## config.mk

```make
export PLATFORM = sky130hd
export DESIGN_NAME = stream_bus_mux
export DESIGN_NICKNAME = d
export VERILOG_FILES = /design/src/rtl/stream_bus_mux_pkg.sv /design/src/rtl/stream_out_reg.sv /design/src/rtl/stream_bus_mux.sv
export SDC_FILE = /design/constraint.sdc
export NUM_CORES = 1
export LEC_CHECK = 0
export BUFFER_PORTS_ARGS = -buffer_cell sky130_fd_sc_hd__buf_2
export CORE_UTILIZATION = 35
export CTS_BUF_LIST = sky130_fd_sc_hd__clkbuf_4 sky130_fd_sc_hd__clkbuf_8
export CTS_CLUSTER_DIAMETER = 30
export DETAILED_ROUTE_END_ITERATION = 8
export PLACE_DENSITY_LB_ADDON = 0.3
export RECOVER_POWER = 100
export SLEW_MARGIN = 20
export SYNTH_ARGS = -nofsm -noshare
export SYNTH_HDL_FRONTEND = slang
export SYNTH_SLANG_ARGS = --single-unit
```

## constraint.sdc

```tcl
create_clock -name clk -period 2.5 [get_ports clk]
set_clock_uncertainty 0.15 [all_clocks]
set_input_delay 0 -clock clk [delete_from_list [all_inputs] [get_ports clk]]
set_output_delay 0 -clock clk [all_outputs]
set_load 0.02 [all_outputs]
```

## src/rtl/stream_bus_mux_pkg.sv

```systemverilog
// Shared definitions for the packet-locking stream mux.
package stream_bus_mux_pkg;

  // Two-state lock FSM: wait for a requester, or forward one channel.
  typedef enum logic {
    ST_IDLE   = 1'b0,
    ST_LOCKED = 1'b1
  } state_t;

  // Bit offset of channel i inside the flattened input data bus.
  function automatic int unsigned slice_off(input int unsigned i, input int unsigned w);
    return i * w;
  endfunction

endpackage

```

## src/rtl/stream_out_reg.sv

```systemverilog
// Single-entry valid/ready output register. Loads when the producer
// handshake fires, drains when downstream takes the beat; payload holds
// its value after the beat leaves.
module stream_out_reg #(
  parameter int W = 20
) (
  input  logic         clk,
  input  logic         rst_n,
  input  logic         load,
  input  logic [W-1:0] pin,
  input  logic         out_ready,
  output logic         out_valid,
  output logic [W-1:0] pout,
  output logic         out_free
);

  // Room for a new beat when empty or when the current one leaves this cycle.
  assign out_free = !out_valid || out_ready;

  // Capture on load, otherwise retire the beat once it has been taken.
  always_ff @(posedge clk or negedge rst_n) begin
    if (!rst_n) begin
      out_valid <= 1'b0;
      pout      <= '0;
    end else if (load) begin
      out_valid <= 1'b1;
      pout      <= pin;
    end else if (out_ready) begin
      out_valid <= 1'b0;
    end
  end

endmodule

```

## src/rtl/stream_bus_mux.sv

```systemverilog
// Packet-aware registered stream mux: locks onto the requested channel
// for a whole packet (or a single beat when PKT_MODE=0) and forwards it
// through a one-deep output register.
module stream_bus_mux
  import stream_bus_mux_pkg::*;
#(
  parameter int DAT_WIDTH = 16,
  parameter int SEL_WIDTH = 3,
  parameter int NUM_WORDS = 1 << SEL_WIDTH,
  parameter int TOTAL_DAT = DAT_WIDTH << SEL_WIDTH,
  parameter int PKT_MODE  = 1
) (
  input  logic                 clk,
  input  logic                 rst_n,
  input  logic [TOTAL_DAT-1:0] din,
  input  logic [NUM_WORDS-1:0] din_valid,
  input  logic [NUM_WORDS-1:0] din_eop,
  output logic [NUM_WORDS-1:0] din_ready,
  input  logic [SEL_WIDTH-1:0] sel,
  output logic [DAT_WIDTH-1:0] dout,
  output logic                 dout_valid,
  output logic                 dout_eop,
  output logic [SEL_WIDTH-1:0] dout_ch,
  input  logic                 dout_ready,
  output logic                 busy
);

  localparam int PW = DAT_WIDTH + 1 + SEL_WIDTH;

  state_t                              state;
  logic [SEL_WIDTH-1:0]                cur_ch;
  logic [NUM_WORDS-1:0][DAT_WIDTH-1:0] ch_dat;
  logic                                out_free;
  logic                                accept;
  logic                                last;
  logic [PW-1:0]                       pin;
  logic [PW-1:0]                       pout;

  // Unflatten the input bus and grant ready only to the locked channel.
  for (genvar g = 0; g < NUM_WORDS; g++) begin : g_ch
    assign ch_dat[g]    = din[slice_off(g, DAT_WIDTH) +: DAT_WIDTH];
    assign din_ready[g] = (state == ST_LOCKED) && (cur_ch == SEL_WIDTH'(g)) && out_free;
  end

  assign accept = (state == ST_LOCKED) && out_free && din_valid[cur_ch];
  // In beat mode every accepted beat ends the lock; eop is only carried along.
  assign last   = (PKT_MODE == 0) || din_eop[cur_ch];
  assign busy   = (state == ST_LOCKED);

  // Lock FSM: sel is only looked at in IDLE, so the lock is held for the packet.
  always_ff @(posedge clk or negedge rst_n) begin
    if (!rst_n) begin
      state  <= ST_IDLE;
      cur_ch <= '0;
    end else begin
      case (state)
        ST_IDLE: begin
          if (din_valid[sel]) begin
            cur_ch <= sel;
            state  <= ST_LOCKED;
          end
        end
        ST_LOCKED: begin
          if (accept && last) state <= ST_IDLE;
        end
        default: state <= ST_IDLE;
      endcase
    end
  end

  assign pin = {din_eop[cur_ch], cur_ch, ch_dat[cur_ch]};
  assign {dout_eop, dout_ch, dout} = pout;

  stream_out_reg #(.W(PW)) u_out (
    .clk       (clk),
    .rst_n     (rst_n),
    .load      (accept),
    .pin       (pin),
    .out_ready (dout_ready),
    .out_valid (dout_valid),
    .pout      (pout),
    .out_free  (out_free)
  );

endmodule
```

==> results.md, run 1 <==
- GR Overflow Total: 0
- Fillers: about 570
- Clk root buf: clkbuf_8
- Area growth from synthesis to layout: 45.7%
- Layout cells sized above 1: 0.691
- Syn Inst Count: ~150
- Effective utilization at floorplan: 0.367
- Most frequent cells in the layout: 148 x buf_2, 37 x mux4_2, 31 x clkbuf_1
- Fin. max-slew vios: 0
- Post-CTS Hold Fix Bufs: 5
- Period minus WS final: 2.20 ns
- Top layer in use: met4
- Final instance area: 3200 µm²
- DRT antenna net count: 0
- Tcrit/Tclk final: 0.882
- Worst-path clk slew: approximately 0.09 ns
- # rows: 28
- Total GRT Usage: 0.196
- Vias per cell: approximately 5.2
- Post-DP HPWL: between 5000 and 6000 µm
- DRT Wirelength: ~6400 µm
- Clk buf depth: 2
- Post-route setup TNS: 0 ns
- Crit path max fanout: 16
- Status: complete, no violations
- Initial antenna violation count: 0
- Commonest non-fill, non-tap cell in the layout: buf_2
- Data required time of the critical path: approximately 2.5 ns
- Final Hold Viols: 0
- Post-synthesis async set-or-reset flop share: 1.00
- Most frequently used flop master after synthesis: dfrtp_1
- Max H-tree Level: 1
- Routability Congestion: 0.784
- Finished Core Util: 0.534
- Drt drc: 0
- Seq/Total Area, Yosys: 0.285
- Met2 Wirelength: between 3000 and 4000 µm
- Setup crit end kind: flip-flop
- Diodes inserted: 0
- RSZ-0062 raised after global routing: false
- Top Ports: 180
- # Post-CTS Setup Buffers: 0
- Synthesis Warnings: 0
- DRT iter0 DRCs: 44
- Port Buf Inserts: around 180
- Slew HR: 0.0799
- First-pass GRT wire length: 9900 µm
- Pleak: between 1 and 1.5 nW
- Height of the die: 81.2 µm
- Synth Area per Inst: 14.9 µm²
- Post-DP Area: between 3000 and 4000 µm²
- Synth Cell Area: ~2200 µm²
- Wire length on met3: 676 µm
- DIE AREA: ~6600 µm²
- Final setup vio count: 0
- EDFF count, synth: 0
- Core area: 5990 µm²
- Vias in the first global route: around 2.2k
- CTS buffer count: 3
- Max Freq: 0.454 GHz
- Post-synth cell types: 26
- Pre-antenna DRT Iters: 4
- WL/cell: between 15 and 20 µm
- Reg2Reg Setup Slack: 0.30 ns
- CTS Sinks: 25
- Yosys reg bits: 25
- Worst hold path class: in -> reg
- Crit path kind: reg -> reg
- Crit start category: flip-flop
- CTS tree: built
- Vias: between 2k and 2.5k
- Nets: 478
- Insertion delay to the later sink of the worst-skew pair: approximately 0.26 ns
- Pwr dens: about 1100 nW/µm²
- Post-CTS resize count: 0
- Largest net degree at the start of global routing: 26
- Max_cap viols: 0
- WP data arrival: around 2.2 ns
- Die X: approximately 81 µm
- Syn Nets: ~300
- Worst VDD drop: 0.520 mV
- Slew @ Worst Pin: 1.38 ns
- Post-Route M1 WL: 2400 µm
final timing paths:
check	from	cells after the start	end
max in group asynchronous	rst_n	2	cur_ch[1]$_DFFE_PN0P_
worst max-delay path	cur_ch[0]$_DFFE_PN0P_	4	u_out.pout[9]$_DFFE_PN0P_
worst min-delay path	din_valid[6]	4	cur_ch[2]$_DFFE_PN0P_
worst min register to register	u_out.pout[0]$_DFFE_PN0P_	1	u_out.pout[0]$_DFFE_PN0P_
worst max register to register	cur_ch[0]$_DFFE_PN0P_	4	u_out.pout[9]$_DFFE_PN0P_
min in group asynchronous	rst_n	2	u_out.pout[1]$_DFFE_PN0P_
state kept, by name, summed over array words and instances (netlist names):
signal	flops
cur_ch	3
u_out.pout	20
busy	1
u_out.out_valid	1
synth_stat cells (2+ instances only):
cell      count  area share
buf_2         3      0.0068
buf_6         2       0.010
clkbuf_1      7       0.012
dfrtp_1      25        0.28
inv_1         2      0.0034
mux2_2       26        0.13
mux2_4       10       0.068
mux2i_1       4       0.018
mux4_2       37        0.38
nand2_1       5      0.0085
nand2b_1      3      0.0085
nand3_1       2      0.0046
nor2_1        7       0.012
nor3_1        2      0.0046
cells by family after synthesis:
logic type	count (synthesis)	synth area share
DFF	25	0.285
muxes	77	0.599
and+or+nand+nor	23	0.0592
AOI/OAI and AO/OA	6	0.0194
buffers and inverters	16	0.0376
worst max-delay path: stages (launching register included):
cell and delay [ns]:
dfrtp_1 0.50, buf_4 0.36, mux4_2 0.55, mux2_2 0.26
mux2_2 0.26
layout make-up:
type	instances	area, µm²	area share
clock inverters	1	5.00	0.00156
clock buffers	3	41.3	0.0129
well taps	75	93.8	0.0293
multi-input cells	106	1450	0.453
flip-flops and latches	25	627	0.196
inverters	2	7.51	0.00235
repair buffers	190	977	0.305
where the power goes:
| group | switching (mW) | leakage (nW) | internal (mW) | total, mW |
|---|---|---|---|---|
| sequential | 0.148 | 0.294 | 0.626 | 0.774 |
| combinational | 1.16 | 1.16 | 1.31 | 2.47 |
| clock | 0.127 | 0.0255 | 0.111 | 0.238 |
| total | 1.43 | 1.48 | 2.04 | 3.48 |
stage by stage:
step	std cells	hold WS (ns)	setup slack, ns	power [mW]
6_report	402	0.00909	0.295	3.48
5_1_grt	402	0.0593	0.179	3.74
4_1_cts	402	0.00349	0.351	3.75
3_5_place_dp	393	-0.118	0.368	3.49
3_3_place_gp	393	-0.112	0.419	3.44
2_1_floorplan	147	-0.446	0.474	2.83
per-layer routing:
| layer | track usage | vias up |
|---|---|---|
| li1 | - | 962 |
| met1 | 0.210 | 982 |
| met2 | 0.381 | 132 |
| met3 | 0.0539 | 8 |
| met4 | 0.0357 | 0 |
| met5 | 0 | - |
(Power assumes the default switching activity.)
==> inputs of run 2 (changes only) <==
CORE_MARGIN = 3   (was default)
GPL_TIMING_DRIVEN = 0   (was default)
PLACE_DENSITY_LB_ADDON = 0.2   (was 0.3)
==> results.md, run 2 (synthesis gave the netlist of run 1 again) <==
- Largest net degree at the start of global routing: 26 (unchanged)
- CTS tree: built
- GRT met2 Usage: 0.383 (+0.00280)
- Post-DP HPWL: 6000 µm (+16%)
- Pwr dens: 1110 nW/µm² (+2.4%)
- Top Ports: 180 (unchanged)
- Drt drc: 0 (unchanged)
- Worst VDD drop: 0.599 mV (+15%)
- Final Hold Viols: 0 (unchanged)
- DIE AREA: 7260 µm² (+10%)
- Port Buf Inserts: 178 (-0.56%)
- Grt met3 use: 0.0476 (-0.00636)
- Max Freq: 0.424 GHz (-6.5%)
- P_int: 2.05 mW (+0.22%)
- Data required time of the critical path: 2.51 ns (about the same)
- Fin Hold WS: 0.0103 ns (+0.00124 ns)
- Post-DP Area: 3180 µm² (about the same)
- R2R Path End: u_out.pout[11]$_DFFE_PN0P_
- Pre-antenna DRT Iters: 6 (+2)
- Crit path kind: reg -> reg
- RSZ-0062 raised after global routing: false
- Pleak: 1.47 nW (-0.49%)
- Met1 usage: 0.247 (+0.0369)
- Insertion delay to the later sink of the worst-skew pair: 0.27 ns (about the same)
- Worst R2R Start: cur_ch[1]$_DFFE_PN0P_
- Hold Path Origin: dout_ready
- Crit start category: flip-flop
- Worst-path cell chain: clkbuf_1, clkbuf_1, mux4_2, mux2_2, mux2_1
- Vias: 2,106 (+1.1%)
- Crit path max fanout: 10 (-6)
- Crit-path max cell delay: 0.52 ns (-0.03 ns)
- Slew HR: 0.0767 (-0.00328)
- Most frequent cells in the layout: 150 x buf_2, 38 x clkbuf_1, 37 x mux4_2
- DRT antenna net count: 0 (unchanged)
- Tcrit/Tclk final: 0.943 (+0.0611)
- Critical path's top delay family: multiplexers
- Core area: 5990 µm² (unchanged)
- Area growth from synthesis to layout: 45.3%
- Flop pwr share: 0.211 (-0.011)
- Worst-path clk slew: 0.09 ns (about the same)
- # rows: 28 (unchanged)
- WL/cell: 17.7 µm (+11%)
- Diodes inserted: 0 (unchanged)
- Max FFs per register: 20 (unchanged)
- Max_cap viols: 0 (unchanged)
- Die X: 85.2 µm (+4.9%)
- Slew @ Worst Pin: 1.39 ns (+0.00492 ns)
- Critical path buffers and inverters: 2 (+1)
- Vias in the first global route: 2,412 (+10%)
- Sw Share: 0.423 (+0.0108)
- Most used cell along the critical path: clkbuf_1
- Vias per cell: 5.16 (-0.43%)
- Effective utilization at floorplan: 0.367 (unchanged)
- GR Overflow Total: 0 (unchanged)
- Clk buf depth: 2 (unchanged)
- Clk root buf: clkbuf_8
- Reg with most FFs: u_out.pout
- R2R cell count: 5 (+1)
- Setup crit end kind: flip-flop
- Final setup vio count: 0 (unchanged)
- Net Switching: 1.50 mW (+4.8%)
- Nets: 484 (+1.3%)
- Slowest-stage cell, CP: clkbuf_1
- Clock power frac: 0.070 (about the same)
- Worst hold path class: in -> reg
- CTS buffer count: 3 (unchanged)
- Combinational power share: 0.719 (+0.010)
- Final instance area: 3190 µm² (-0.27%)
- Commonest non-fill, non-tap cell in the layout: buf_2
- Fin. max-slew vios: 0 (unchanged)
- Reg2Reg Setup Slack: 0.14 ns (-0.15 ns)
- DRT iter0 DRCs: 73 (+66%)
- Post-route setup TNS: 0 ns (unchanged)
- Routability Congestion: 0.813 (+3.7%)
- Max H-tree Level: 1 (unchanged)
- Hold worst-path end: u_out.out_valid$_DFFE_PN0P_
- Biggest regs: u_out.pout (20), cur_ch (3)
- Period minus WS final: 2.36 ns (+0.153 ns)
- First-pass GRT wire length: 11,800 µm (+19%)
- Worst hold stages: 3 (-1)
- Fillers: 571 (+1.1%)
- Initial antenna violation count: 0 (unchanged)
- Layout cells sized above 1: 0.679 (-0.0125)
- Status: complete, no violations
- DRT Wirelength: 7230 µm (+13%)
- Height of the die: 85.2 µm (+4.9%)
- WP data arrival: 2.36 ns (+0.15 ns)
- Total GRT Usage: 0.205 (+0.00919)
- Layer with the highest usage: met2
- CTS Sinks: 25 (unchanged)
==> run 2: how the worst max path moves through the flow <==
stage	from	end	cells after the start
after floorplan	cur_ch[0]$_DFFE_PN0P_	u_out.pout[7]$_DFFE_PN0P_	5
after global placement	cur_ch[1]$_DFFE_PN0P_	u_out.pout[2]$_DFFE_PN0P_	5
after detailed placement	cur_ch[1]$_DFFE_PN0P_	u_out.pout[2]$_DFFE_PN0P_	5
after CTS	cur_ch[1]$_DFFE_PN0P_	u_out.pout[2]$_DFFE_PN0P_	5
after global routing	cur_ch[1]$_DFFE_PN0P_	u_out.pout[10]$_DFFE_PN0P_	5
final	cur_ch[1]$_DFFE_PN0P_	u_out.pout[11]$_DFFE_PN0P_	5
==> run 2: final cells by class <==
type / instances / area, µm² / area share
Inverter: 2 / 7.51 / 0.00235
Sequential cell: 25 / 626 / 0.196
Buffer: 14 / 76.3 / 0.0239
Clock inverter: 1 / 7.51 / 0.00235
Clock buffer: 3 / 41.3 / 0.0129
Multi-Input combinational cell: 106 / 1450 / 0.454
Timing Repair Buffer: 182 / 892 / 0.279
Tap cell: 75 / 93.8 / 0.0294
==> run 2: worst reg2reg max path, cell delays in order (launching register included) <==
cell and delay (ns):
dfrtp_1 0.34, clkbuf_1 0.26, clkbuf_1 0.52, mux4_2 0.41, mux2_2 0.27, mux2_1 0.29
==> run 2: per-stage QoR <==
step	util	setup WS [ns]	instances	total power, mW
2_1_floorplan	-	0.474	147	2.83
3_3_place_gp	0.531	0.133	400	3.50
3_5_place_dp	0.531	0.0899	400	3.54
4_1_cts	0.546	0.0805	408	3.81
5_1_grt	0.533	0.0385	408	3.86
6_report	0.533	0.142	408	3.55
==> run 2: routing by layer <==
metal	wire length, µm	share of wire
met5	0	0
met4	49	0.0068
met2	3790	0.52
met3	607	0.084
met1	2780	0.39
==> run 2: what timing repair did <==
action / CTS / global route
hold buffers: 4 / 0
gates resized for setup: 0 / 2
endpoints found under the hold margin: 27 / 0
setup endpoints to repair: 0 / 3
buffers inserted: 0 / 0
==> run 2: power groups by stage <==
stage          registers, mW  logic, mW  clock network (mW)
3_5_place_dp           0.755       2.78                   0
2_1_floorplan          0.969       1.86                   0
6_report               0.749       2.56               0.248
3_3_place_gp           0.749       2.76                   0
4_1_cts                0.751       2.80               0.256
5_1_grt                0.782       2.80               0.274
